--- src/rtl/disp_mux_bcd_pkg.sv ---
// disp_mux_bcd_pkg: segment/anode constants shared by the display mux and its decoder.
// Segments are active-low in {g,f,e,d,c,b,a} order.
package disp_mux_bcd_pkg;

   localparam logic [6:0] SEG_0     = 7'h40;
   localparam logic [6:0] SEG_1     = 7'h79;
   localparam logic [6:0] SEG_2     = 7'h24;
   localparam logic [6:0] SEG_3     = 7'h30;
   localparam logic [6:0] SEG_4     = 7'h19;
   localparam logic [6:0] SEG_5     = 7'h12;
   localparam logic [6:0] SEG_6     = 7'h02;
   localparam logic [6:0] SEG_7     = 7'h78;
   localparam logic [6:0] SEG_8     = 7'h00;
   localparam logic [6:0] SEG_9     = 7'h10;
   localparam logic [6:0] SEG_DASH  = 7'h3F;
   localparam logic [6:0] SEG_BLANK = 7'h7F;

   localparam logic [3:0] AN_OFF   = 4'hF;
   localparam logic [7:0] SSEG_OFF = 8'hFF;

   typedef enum logic [1:0] {SEL_D0, SEL_D1, SEL_D2, SEL_D3} sel_e;

   function automatic logic [3:0] an_sel(input sel_e sel);
      return ~(4'b0001 << sel);
   endfunction

endpackage

--- src/rtl/disp_mux_bcd_bcd_to_sseg.sv ---
// bcd_to_sseg: BCD digit to active-low 7-segment pattern; codes 10-15 show a dash.
// A set blank input overrides the digit with all segments off.
module bcd_to_sseg
   import disp_mux_bcd_pkg::*;
(
   input  logic [3:0] i_bcd,
   input  logic       i_blank,
   output logic [6:0] o_seg
);

   logic [6:0] w_dec;

   always_comb begin
      w_dec = SEG_DASH;
      case (i_bcd)
         4'd0: w_dec = SEG_0;
         4'd1: w_dec = SEG_1;
         4'd2: w_dec = SEG_2;
         4'd3: w_dec = SEG_3;
         4'd4: w_dec = SEG_4;
         4'd5: w_dec = SEG_5;
         4'd6: w_dec = SEG_6;
         4'd7: w_dec = SEG_7;
         4'd8: w_dec = SEG_8;
         4'd9: w_dec = SEG_9;
         default: w_dec = SEG_DASH;
      endcase
   end

   assign o_seg = i_blank ? SEG_BLANK : w_dec;

endmodule

--- src/rtl/disp_mux_bcd.sv ---
// disp_mux_bcd: four-digit multiplexed common-anode display driver with freezable snapshot.
// Optional leading-zero blanking is enabled by defining LZB_EN.
module disp_mux_bcd
   import disp_mux_bcd_pkg::*;
#(
   parameter int N = 18
) (
   input  logic       clk,
   input  logic       reset_n,
   input  logic [3:0] d3,
   input  logic [3:0] d2,
   input  logic [3:0] d1,
   input  logic [3:0] d0,
   input  logic [3:0] dp_in,
   input  logic       hold,
   output logic [3:0] an,
   output logic [7:0] sseg
);

   logic [N-1:0]    r_cnt;
   logic [3:0][3:0] r_snap;
   logic [3:0]      r_snap_dp;
   sel_e            w_sel;
   logic            w_blank;
   logic [6:0]      w_seg;

   assign w_sel = sel_e'(r_cnt[N-1 -: 2]);

`ifdef LZB_EN
   // w_lead[i]: every digit from i upward is zero with no dp, so digit i is a leading zero
   logic [3:0] w_lead;
   always_comb begin
      w_lead    = 4'b0000;
      w_lead[3] = (r_snap[3] == 4'd0) && !r_snap_dp[3];
      w_lead[2] = w_lead[3] && (r_snap[2] == 4'd0) && !r_snap_dp[2];
      w_lead[1] = w_lead[2] && (r_snap[1] == 4'd0) && !r_snap_dp[1];
   end
   assign w_blank = w_lead[w_sel];
`else
   assign w_blank = 1'b0;
`endif

   bcd_to_sseg u_dec (
      .i_bcd   (r_snap[w_sel]),
      .i_blank (w_blank),
      .o_seg   (w_seg)
   );

   always_ff @(posedge clk or negedge reset_n) begin
      if (!reset_n) begin
         r_cnt     <= '0;
         r_snap    <= '0;
         r_snap_dp <= '0;
         an        <= AN_OFF;
         sseg      <= SSEG_OFF;
      end else begin
         r_cnt <= r_cnt + 1'b1;
         if (!hold) begin
            r_snap    <= {d3, d2, d1, d0};
            r_snap_dp <= dp_in;
         end
         an   <= an_sel(w_sel);
         sseg <= {~r_snap_dp[w_sel], w_seg};
      end
   end

endmodule

--- config.mk ---
export PLATFORM = sky130hd
export DESIGN_NAME = disp_mux_bcd
export DESIGN_NICKNAME = d
export VERILOG_FILES = /design/src/rtl/disp_mux_bcd_pkg.sv /design/src/rtl/disp_mux_bcd_bcd_to_sseg.sv /design/src/rtl/disp_mux_bcd.sv
export SDC_FILE = /design/constraint.sdc
export NUM_CORES = 1
export LEC_CHECK = 0
export CORE_MARGIN = 2
export CORE_UTILIZATION = 52
export CTS_CLUSTER_SIZE = 30
export DETAILED_ROUTE_END_ITERATION = 10
export GPL_TIMING_DRIVEN = 0
export PLACE_DENSITY = 0.82
export REMOVE_ABC_BUFFERS = 1
export SLEW_MARGIN = 20
export SYNTH_ARGS = -nofsm -noshare
export SYNTH_HDL_FRONTEND = slang
export SYNTH_SLANG_ARGS = --single-unit
--- constraint.sdc ---
create_clock -name clk -period 2.56 [get_ports clk]
set_input_delay 0.384 -clock clk [delete_from_list [all_inputs] [get_ports clk]]
set_output_delay 0.384 -clock clk [all_outputs]
set_load 0.03 [all_outputs]
Word-level counts from Yosys, hierarchy flattened:

Memory sizes are Yosys's and may differ from the RTL's. A register that Yosys moved wholly into a read port is not among the register bits.
Cells that the tools add are included.

* $add $sub $neg: 1
* order comparisons: 1
* shifts and indexed selects: 1
* muxes and demuxes: 4
* bitwise operators: 2
* reduce and logical (&&, ||, !) cells: 1

Operator list (number)
* $add 18x1->18 const B: 1
* $bmux 4 s2: 1
* $mux 4: 1
* $not 4->4: 1
* $shl 1x2->4 const A: 1
* $lt 2x3->1 const B: 1
* $bmux 1 s2: 1
* $logic_not 1->1: 1
* $mux 1: 1
* $not 1->1: 1

* register bits: 50
* ROM bits: 112
* output and inout bits: 12
* word-level logic and storage cells: 19
* memories kept: 1

Memories
* (name not given): words 16, bits a word 7, rd ports 1, clocked after memory_dff 1, write ports 0, line disp_mux_bcd_bcd_to_sseg.sv:15 `case (i_bcd)`

Logic depth before layout (Yosys ltp):

Gate-level depths: netlist of the first run.

* depth after elaboration: 3
* gate-level depth with buffers: 7
* gate-level depth less buffers: 6

Hierarchy:

A second synthesis of the first run with hierarchy kept.

* cells, all modules: 162
* area total of the unflattened synthesis: 2185.8 um2

By module, submodules not included
* disp_mux_bcd: times used 1, cells each 127, area an instance 1953.1 um2
* bcd_to_sseg: times used 1, cells each 35, area an instance 232.7 um2

Worst setup path before layout of the first run:

Ideal clock, no wire load.

* path type: flip-flop to flip-flop
* start point: reg r_cnt[16]
* end point: reg sseg[3]
* library setup time: 73 ps
* data arrival time: 1701 ps
* data required time: 2487 ps
* path slack: 786 ps
* stages on the path, launching flop included: 8
* buffers on the path: 1
* period minus slack after synthesis: 1774 ps
* cells stage by stage: dfrtp_1 > buf_4 > mux4_2 > inv_1 > ha_1 > nand2_1 > o21ai_0 > a21oi_1

* longest elaborated chain between the ends: 2

RTL lines
* start: declaration: line disp_mux_bcd.sv:20 `logic [N-1:0] r_cnt;`
* start signal: assignment: line disp_mux_bcd.sv:57 `r_cnt <= r_cnt + 1'b1;`
* $bmux 4 s2: line disp_mux_bcd.sv:44 `.i_bcd (r_snap[w_sel]),`
* $mux 4 (implied by the code): line disp_mux_bcd.sv:44
* end: declaration: line disp_mux_bcd.sv:17 `output logic [7:0] sseg`

No other way between the ends. The select of a mux whose other input is x is not followed.
A chain may end at the register's enable or synchronous reset.

Final worst setup path of the first run:

Same ends and word-level chain as after synthesis.

==> impl_results.md, run 1 <==
- Final period utilization: 90.62%
- Clock latency on the worst-skew pair: 0.31 ns
- Routability Congestion: approximately 0.80
- Antenna cell count: 0
- RSZ-0062 raised after global routing: false
- CTS H-tree depth: 2
- Commonest cells after routing, fill and taps aside: dfrtp_1 (38), clkdlybuf4s50_1 (33), mux2_2 (20), dfstp_2 (12)
- Vias in the first global route: 1313
- Clk_skew: 0.01236 ns
- WL final: roughly 3.6 mm
- Worst reg2reg endpoint: sseg[3]
- Final setup viols: 0
- Worst Setup Start Kind: flip-flop
- Gate Count Post-Synth: about 160
- DRT iter0 DRCs: 73
- Final setup margin: 0.2402 ns
- Largest net degree at the start of global routing: 37
- Syn-to-layout area delta: 23.50%
- CTS Buffer Depth: 2
- Multi-input logic area: 859.6 sq um
- Critical path cell sequence: mux4_1, inv_1, ha_1, nand2_1, o21ai_0, a21oi_1
- Worst R2R Setup Slack: 0.24 ns
- Register clock-pin slew on the reported worst setup and hold paths: 0.10 ns
- Pwr per Cell Area: 624.3 nW/um^2
- # IOs: 35
- Register Area: 1266 sq um
- Maximum clock frequency: 431.1 MHz
- Starting Density: 54.19%
- CTS buffer count: 5
- Avg Cell Area, Syn: 13.82 sq um
- Max_slew headroom: 37.94%
- Place WS: 0.2386 ns
- Port Buffer Count: 34
- Die X-Extent: between 60 and 70 microns
- Synth Cell Area: about 2200 sq um
- Fillcell total: 296
- Drc violations: 0
- Final ANT Viol Nets: 0
- Hold_sp: r_cnt[0]
- Status: completed
- # nets final: around 230
- CTS tree: yes
- Slew Viols, Final: 0
- Post-synth top area share: 43.55%
- Worst Hold Path Cells: 1
- Pre-antenna DRT Iters: 4
- Antenna violations before repair: 0
- Yosys cell types: 30
- Core area: 4029 sq um
- Critical Path RT: 2.79 ns
- Worst r2r path cells: 6
- Max-cap violations: 0
- CP max stage cell: mux4_1
- CP Max Fanout: 12
- Slowest stage delay, CP: 0.79 ns
- Flops & latches, synth: 50
- Post-layout min period: 2.320 ns
- Crit Path Class: reg -> reg
- Max IR drop VDD: roughly 0.00044 V
- DR vias/cell: 5.162
- Worst slew pin tran: around 0.93 ns
- # rows: 23
- CTS Root Cell: clkbuf_8
- Sequential-to-total area share from yosys stat: 57.99%
- Vias: 1275
- CTS Sinks: 50
- Most area-hungry cell type in the Yosys netlist: dfrtp_1
- WHS Endpoint: r_cnt[0]
- Layout cells sized above 1: 24.87%
- Reg2Reg Launch Point: r_cnt[16]
- Hold Crit Class: reg -> reg
- Fin. Hold Viols: 0
- Worst Path Buf+Inv: 1
- Wire length per cell: 14.50 microns
- Family with the most delay on the worst path: multiplexers
- Die height: 68.80 microns
- Leading cell type in the layout, fill and taps excluded: dfrtp_1
- Critical Path AT: 2.55 ns
- Endpoint class of the critical path: flip-flop
- DIE AREA: 4733 sq um
- Global route overflow: 0
- Final HPWL DP: 2.637 mm
- Area contributors post-synth: dfrtp_1 (44%), dfstp_2 (14%), mux2_2 (10%)
- First-pass GRT wire length: ~6.0 mm
- Leakage power: 1.166 nW
- Total GRT Usage: 17.68%
- Synth Warn #: 0
- Power, Total: approximately 0.0017 W
how the worst max path moves through the flow:
stage	from	to	slack [ns]	depth (start not counted)
4_1_cts	r_cnt[16]	sseg[3]	0.21	6
2_1_floorplan	r_cnt[16]	sseg[3]	0.54	6
3_5_place_dp	r_cnt[16]	sseg[3]	0.24	6
6_report	r_cnt[16]	sseg[3]	0.24	6
5_1_grt	r_cnt[16]	sseg[3]	0.07	6
3_3_place_gp	reset_n	r_cnt[7]	-0.09	1
Yosys cell counts (all sizes together):
cell type / instances
inv: 7
nor4: 1
a21oi: 4
and3: 3
dfstp: 12
or2: 1
a22oi: 1
buf: 3
xor2: 5
mux2i: 4
nor2: 3
xnor2: 11
dfrtp: 38
and2: 1
mux4: 4
and4: 2
nand3: 11
nor3: 3
clkbuf: 2
nand2b: 3
mux2: 21
ha: 7
nand2: 7
o21ai: 3
o21a: 1
power breakdown:
part           leakage, nW  internal, W  switching (W)
sequential           0.597     0.000854      0.0000218
clock               0.0587     0.000296       0.000269
combinational        0.510     0.000123       0.000119
total                 1.17      0.00127       0.000410
metrics by stage:
step	cells	hold slack, ns	utilization, %	area (sq um)	setup TNS [ns]
2_1_floorplan	153	0.08841	-	2152	0
3_3_place_gp	237	0.4479	63.42	2555	-3.517
3_5_place_dp	238	0.3146	63.79	2570	0
4_1_cts	247	0.4767	66.93	2696	0
5_1_grt	247	0.4857	66.93	2696	0
6_report	247	0.4755	66.93	2696	0
flip-flops by register name, summed over array words and instances (netlist names):
name / count
sseg: 8
r_cnt: 18
r_snap_dp: 4
an: 4
r_snap: 16
layer usage:
| layer | vias to the layer above | part of all wire, % | GRT usage [%] |
|---|---|---|---|
| met4 | 0 | 1.9 | 7.843 |
| li1 | 619 | - | - |
| met3 | 9 | 4.7 | 4.708 |
| met5 | - | 0 | 0 |
| met1 | 619 | 43 | 20.49 |
| met2 | 28 | 50 | 30.65 |
cell type report:
class / count / area share (%)
multi-input combinational: 96 / 31.88
timing repair buffer: 36 / 13.55
clock inverter: 3 / 1.763
inverter: 7 / 0.9745
tap: 50 / 2.320
sequential: 50 / 46.96
clock buffer: 5 / 2.552
cells by family (layout without fill, tap and decap cells):
logic type               Yosys count  after routing  synth area share, %
AND/OR/NAND/NOR                   35             35                9.514
flip-flops                        50             50                57.99
buffers and inverters             12             51                2.636
adder cells (fa/ha/maj)            7              7                4.011
AO/OA/AOI/OAI                      9              9                2.292
XOR/XNOR                          16             16                6.418
multiplexers                      29             29                17.13
timing repair:
item	4_1_cts	5_1_grt
resized for setup	0	0
hold endpoints to repair	8	0
hold buffers	1	0
buffers inserted	0	0
Note: power is estimated with default switching activity, not from simulation.
==> run 2, diff against run 1 <==
- ABC_CLOCK_PERIOD_IN_PS: not set -> 2560
==> results of run 2 <==
Final layout, timing and power as in run 1 (identical DEF).
